$ cat src/rtl/mash_mmd_divider_if.sv
// Handshake bundle between the MASH modulator side and the multi-modulus divider.
// The master drives enable and the modulus offset; the slave returns timing and averaging results.
interface mash_mmd_divider_if #(
    parameter int MOD_W = 4,
    parameter int SUM_W = 16
);
    logic             en;
    logic [MOD_W-1:0] mod_in;
    logic             mod_req;
    logic             div_out;
    logic             div_pulse;
    logic [SUM_W-1:0] sum_out;
    logic             sum_valid;
    logic             clamp_flag;

    modport master (
        output en, mod_in,
        input  mod_req, div_out, div_pulse, sum_out, sum_valid, clamp_flag
    );

    modport slave (
        input  en, mod_in,
        output mod_req, div_out, div_pulse, sum_out, sum_valid, clamp_flag
    );
endinterface

$ cat src/rtl/mash_mmd_divider.sv
// Multi-modulus divider: divides clk by N = BASE_DIV + mod_in, one modulus per period.
// Also sums N over 2^WIN_LOG2 periods so the average fractional ratio can be read back.
module mash_mmd_divider #(
    parameter int BASE_DIV = 16,
    parameter int MIN_DIV  = 4,
    parameter int MOD_W    = 4,
    parameter int CNT_W    = 6,
    parameter int WIN_LOG2 = 10
) (
    input logic               clk,
    input logic               rst_n,
    mash_mmd_divider_if.slave bus
);
    localparam int NW    = CNT_W + 1;
    localparam int ACC_W = CNT_W + WIN_LOG2;
    localparam logic [NW-1:0] BASE_K = NW'(BASE_DIV);
    localparam logic [NW-1:0] MIN_K  = NW'(MIN_DIV);

    typedef enum logic {IDLE, RUN} state_t;

    state_t              state_q, state_d;
    logic [CNT_W-1:0]    cnt_q, n_q, n_new;
    logic [NW-1:0]       n_raw;
    logic                clamp_hit, req, pulse, run, stop;
    logic [ACC_W-1:0]    acc_q, acc_nx, sum_q;
    logic [WIN_LOG2-1:0] win_q;
    logic                sum_valid_q, clamp_q;

    assign n_raw     = BASE_K + NW'(bus.mod_in);
    assign clamp_hit = n_raw < MIN_K;
    assign n_new     = CNT_W'(clamp_hit ? MIN_K : n_raw);
    assign run       = state_q == RUN;
    assign stop      = run && !bus.en;
    assign acc_nx    = acc_q + ACC_W'(n_q);

    always_comb begin
        state_d = state_q;
        req     = 1'b0;
        pulse   = 1'b0;
        unique case (state_q)
            IDLE: begin
                if (bus.en) begin
                    req     = 1'b1;
                    state_d = RUN;
                end
            end
            RUN: begin
                pulse = cnt_q == '0;
                req   = pulse;
                if (!bus.en) state_d = IDLE;
            end
        endcase
    end

    always_ff @(posedge clk or negedge rst_n) begin
        if (!rst_n) begin
            state_q     <= IDLE;
            cnt_q       <= '0;
            n_q         <= '0;
            acc_q       <= '0;
            win_q       <= '0;
            sum_q       <= '0;
            sum_valid_q <= 1'b0;
            clamp_q     <= 1'b0;
        end else begin
            state_q     <= state_d;
            sum_valid_q <= 1'b0;
            if (req) begin
                n_q   <= n_new;
                cnt_q <= n_new - CNT_W'(1);
                if (clamp_hit) clamp_q <= 1'b1;
            end else if (run) begin
                cnt_q <= cnt_q - CNT_W'(1);
            end
            if (pulse && bus.en) begin
                win_q <= win_q + WIN_LOG2'(1);
                if (&win_q) begin
                    sum_q       <= acc_nx;
                    sum_valid_q <= 1'b1;
                    acc_q       <= '0;
                end else begin
                    acc_q <= acc_nx;
                end
            end
            // Leaving RUN abandons the window; the last published sum stays.
            if (stop) begin
                acc_q   <= '0;
                win_q   <= '0;
                clamp_q <= 1'b0;
            end
        end
    end

    // The IDLE start strobe follows en directly, so reset must mask it.
    assign bus.mod_req    = req & rst_n;
    assign bus.div_pulse  = pulse;
    assign bus.div_out    = run && (cnt_q >= (n_q >> 1));
    assign bus.sum_out    = sum_q;
    assign bus.sum_valid  = sum_valid_q;
    assign bus.clamp_flag = clamp_q;
endmodule

$ cat src/flat_wrapper.sv
// flat-port wrapper written by rule: the top's interface ports become plain ports
module mash_mmd_divider_flat 
#(
    parameter int BASE_DIV = 16,
    parameter int MIN_DIV  = 4,
    parameter int MOD_W    = 4,
    parameter int CNT_W    = 6,
    parameter int WIN_LOG2 = 10
)
  (clk, rst_n, bus_en, bus_mod_in, bus_mod_req, bus_div_out, bus_div_pulse, bus_sum_out, bus_sum_valid, bus_clamp_flag);
  mash_mmd_divider_if #(.MOD_W(MOD_W), .SUM_W((16))) bus_i ();
  input logic clk;
  input logic rst_n;
  input wire logic [$bits(bus_i.en)-1:0] bus_en;
  input wire logic [$bits(bus_i.mod_in)-1:0] bus_mod_in;
  output wire logic [$bits(bus_i.mod_req)-1:0] bus_mod_req;
  output wire logic [$bits(bus_i.div_out)-1:0] bus_div_out;
  output wire logic [$bits(bus_i.div_pulse)-1:0] bus_div_pulse;
  output wire logic [$bits(bus_i.sum_out)-1:0] bus_sum_out;
  output wire logic [$bits(bus_i.sum_valid)-1:0] bus_sum_valid;
  output wire logic [$bits(bus_i.clamp_flag)-1:0] bus_clamp_flag;
  assign bus_i.en = bus_en;
  assign bus_i.mod_in = bus_mod_in;
  assign bus_mod_req = bus_i.mod_req;
  assign bus_div_out = bus_i.div_out;
  assign bus_div_pulse = bus_i.div_pulse;
  assign bus_sum_out = bus_i.sum_out;
  assign bus_sum_valid = bus_i.sum_valid;
  assign bus_clamp_flag = bus_i.clamp_flag;
  mash_mmd_divider #(.BASE_DIV(BASE_DIV), .MIN_DIV(MIN_DIV), .MOD_W(MOD_W), .CNT_W(CNT_W), .WIN_LOG2(WIN_LOG2)) u_core (.clk(clk), .rst_n(rst_n), .bus(bus_i));
endmodule
$ cat config.mk
export PLATFORM = sky130hd
export DESIGN_NAME = mash_mmd_divider_flat
export DESIGN_NICKNAME = d
export VERILOG_FILES = /design/src/rtl/mash_mmd_divider_if.sv /design/src/rtl/mash_mmd_divider.sv /design/src/flat_wrapper.sv
export SDC_FILE = /design/constraint.sdc
export NUM_CORES = 1
export LEC_CHECK = 0
export ABC_AREA = 0
export ABC_CLOCK_PERIOD_IN_PS = 3000
export CAP_MARGIN = 30
export CORE_ASPECT_RATIO = 1.5
export CORE_UTILIZATION = 62
export DETAILED_ROUTE_END_ITERATION = 10
export HOLD_SLACK_MARGIN = 0.08
export PLACE_DENSITY = 0.85
export SETUP_SLACK_MARGIN = 0.4
export SLEW_MARGIN = 20
export SYNTH_ARGS = -nofsm -noshare
export SYNTH_HDL_FRONTEND = slang
export SYNTH_SLANG_ARGS = --single-unit
export TNS_END_PERCENT = 1
$ cat constraint.sdc
create_clock -name clk -period 3 [get_ports clk]
set_input_delay 0.6 -clock clk [delete_from_list [all_inputs] [get_ports clk]]
set_output_delay 0.6 -clock clk [all_outputs]
set_load 0.01 [all_outputs]
==> impl_metrics.json <==
{
  "outcome": "finished clean",
  "power_density_mw_per_mm2": 492,
  "clk_path_buf_depth": 2,
  "routabilityCongestion": 0.834,
  "hold_buffers": 0,
  "leakagePower_nw": 1.65,
  "finalCritPeriodShare": 0.883,
  "fillerInstances": 318,
  "die_w_um": 59.0,
  "drt_iter0_drc": 125,
  "setup_viol_count_final": 0,
  "final_core_util": 0.763,
  "synth_edf_count": 0,
  "cts.reportedPaths.clkPinSlew_ns": 0.09,
  "synth.cell_area_mm2": 0.00302,
  "maxCapViolations": 0,
  "ys_seq_area_frac": 0.463,
  "grt_antenna_before_repair": 0,
  "critPathLaunchType": "flop",
  "grt_max_degree": 57,
  "max_freq_mhz": 377,
  "synth.avg_cell_area_um2": 10.0,
  "yosysTopAreaCellShare": 0.463,
  "htreeDepth": 2,
  "drive_gt1_frac": 0.127,
  "grt.overflow.total": 0,
  "yosysWarnings": 0,
  "r2r_start": "u_core.n_q[3]",
  "num_vias": 2306,
  "synth_common_cells": "dfrtp_1, a21oi_1, nand2_1",
  "worstMarginPinSlew_ns": 0.689,
  "drc": 0,
  "die-area_mm2": 0.00517,
  "fin_skew_ns": 0.00585,
  "slew_headroom": 0.541,
  "vdd_drop_max_v": 0.000448,
  "period_needed_ns": 2.65,
  "post-dp-hpwl_mm": 4.43,
  "rsz0062_at_grt": "yes",
  "cts_tree": "yes",
  "cts_root_buf": "clkbuf_8",
  "min_path_type": "input port to asynchronous set/reset pin",
  "ant_nets": 0,
  "async_flop_share": 1.00,
  "cp_data_required_time_ns": 2.40,
  "final-hold-violation-count": 0,
  "reg2reg_depth": 6,
  "synth_nets": 322,
  "criticalPathCategory": "flop to primary output",
  "worstPathArrival_ns": 2.05,
  "dieHeight_um": 87.5,
  "ios": 28,
  "insertedDiodeCount": 0,
  "routedWlPerCell_um": 15.4,
  "synth.distinct_cells": 44,
  "post-synth-top-count-cell": "dfrtp_1",
  "grt.total_usage": 0.269,
  "synth_ff_type": "dfrtp_1",
  "netlist_instances": 301,
  "numCtsBuffers": 5,
  "start_util": 0.655,
  "synthTopCellsByArea": "dfrtp_1, ha_1, a21oi_1, xnor2_1, xor2_1",
  "clk_latency_ns": 0.31,
  "rows": 30,
  "synthToLayoutAreaGrowth_pct": 16.5,
  "drtPass1Iterations": 4,
  "synth_area_leader_cell": "dfrtp_1",
  "crit_fanout": 9,
  "r2r_end": "u_core.acc_q[13]",
  "routed_wl_mm": 6.22,
  "cts_sinks": 56,
  "grt_pass1_vias": 2356,
  "nets": 359,
  "drv_slew": 0,
  "ys_ff_latch": 56,
  "tns_ns": 0,
  "design.core.area_mm2": 0.00462,
  "viasPerCell": 5.72,
  "r2r_setup_slack_ns": 0.76,
  "grt_pass1_wl_mm": 10.6,
  "cp-end-kind": "primary output",
  "port_buffers": 27
}
## cells by family (layout without fill, tap and decap cells)
family          after synthesis  in the layout  share of synthesized area
simple gates                 97             97                      0.173
compound gates               73             73                      0.155
xor+xnor                     27             27                     0.0782
flops                        56             56                      0.463
buf+inv                      26             64                     0.0397
fa+ha+maj                    14             14                     0.0604
mux                           8              8                     0.0310
## report_power, final
group	total, mW	internal, mW	switching [mW]
combinational	0.444	0.205	0.239
clock	0.416	0.189	0.228
sequential	0.872	0.809	0.0628
total	1.73	1.20	0.530
## cell usage in the layout, fill, tap and decap left out, types with 2 or more instances in the layout
master,netlist,layout
nand2b_1,4,4
o211ai_1,4,4
and2_1,3,3
dfrtp_1,56,53
inv_1,13,13
nor2_1,19,19
a21oi_2,1,2
or3_1,3,3
dfrtp_2,0,3
nor2b_1,4,4
clkbuf_8,0,6
and4_1,3,3
mux2_2,7,7
clkbuf_1,3,2
clkdlybuf4s50_1,0,24
nor3_1,7,7
a21oi_1,27,26
a21o_1,2,2
o21bai_1,3,3
a31oi_1,14,14
o21ai_0,10,10
o221ai_1,2,2
a22o_1,7,7
nand4_1,5,5
xnor2_1,14,14
ha_1,13,13
xor2_1,13,13
nand3_1,9,9
o22ai_1,2,2
nand2_1,27,27
and3_1,4,4
buf_4,2,15
## layout make-up
class | count | area, µm² | area share
tap | 64 | 80.1 | 0.0227
multi-input combinational | 219 | 1520 | 0.430
sequential | 56 | 1410 | 0.399
inverter | 14 | 52.6 | 0.0149
timing repair buffer | 42 | 379 | 0.108
clock buffer | 8 | 90.1 | 0.0256
## sequential cells by signal, indices dropped and copies added (netlist names)
signal / count
u_core.acc_q: 16
u_core.bus.sum_out: 16
u_core.win_q: 10
u_core.cnt_q: 6
u_core.n_q: 5
u_core.bus.clamp_flag: 1
u_core.bus.sum_valid: 1
u_core.run: 1
## what timing repair did
item,CTS,global route
setup endpoints to repair,3,3
pin swaps,1,1
resized for setup,2,5
buffers inserted,3,3
## how the worst max path moves through the flow
stage / start / endpoint / slack (ns)
after floorplan: u_core.cnt_q[2] / bus_mod_req / 0.82
after CTS: u_core.cnt_q[3] / bus_mod_req / 0.29
after global routing: u_core.cnt_q[0] / bus_div_out / 0.28
final: u_core.cnt_q[3] / bus_div_pulse / 0.35
after global placement: bus_en / bus_mod_req / 0.38
after detailed placement: bus_en / u_core.bus.sum_out[13] / 0.25
## metal layers
metal / wire length [µm] / GRT usage
met1: 2490 / 0.304
met2: 3520 / 0.505
met3: 127 / 0.0443
met4: 78 / 0.0866
met5: 0 / 0
## worst max-delay path, cell delays in order, from the launching register on
cell             delay (ns)
dfrtp_2                0.46
nor4b_4                0.34
nand3b_4               0.15
inv_2                  0.09
buf_4                  0.16
clkdlybuf4s50_1        0.54
## metrics by stage
stage          power, mW  instances  instance area [µm²]  hold WS [ns]  setup WS [ns]
2_1_floorplan       1.15        301                 3020         0.304          0.818
3_3_place_gp        1.25        389                 3370         0.473          0.378
3_5_place_dp        1.27        389                 3370         0.476          0.254
4_1_cts             1.70        400                 3480         0.485          0.286
5_1_grt             1.83        403                 3520         0.519          0.279
6_report            1.73        403                 3520         0.460          0.351
Power figures use the tool's default switching activity.
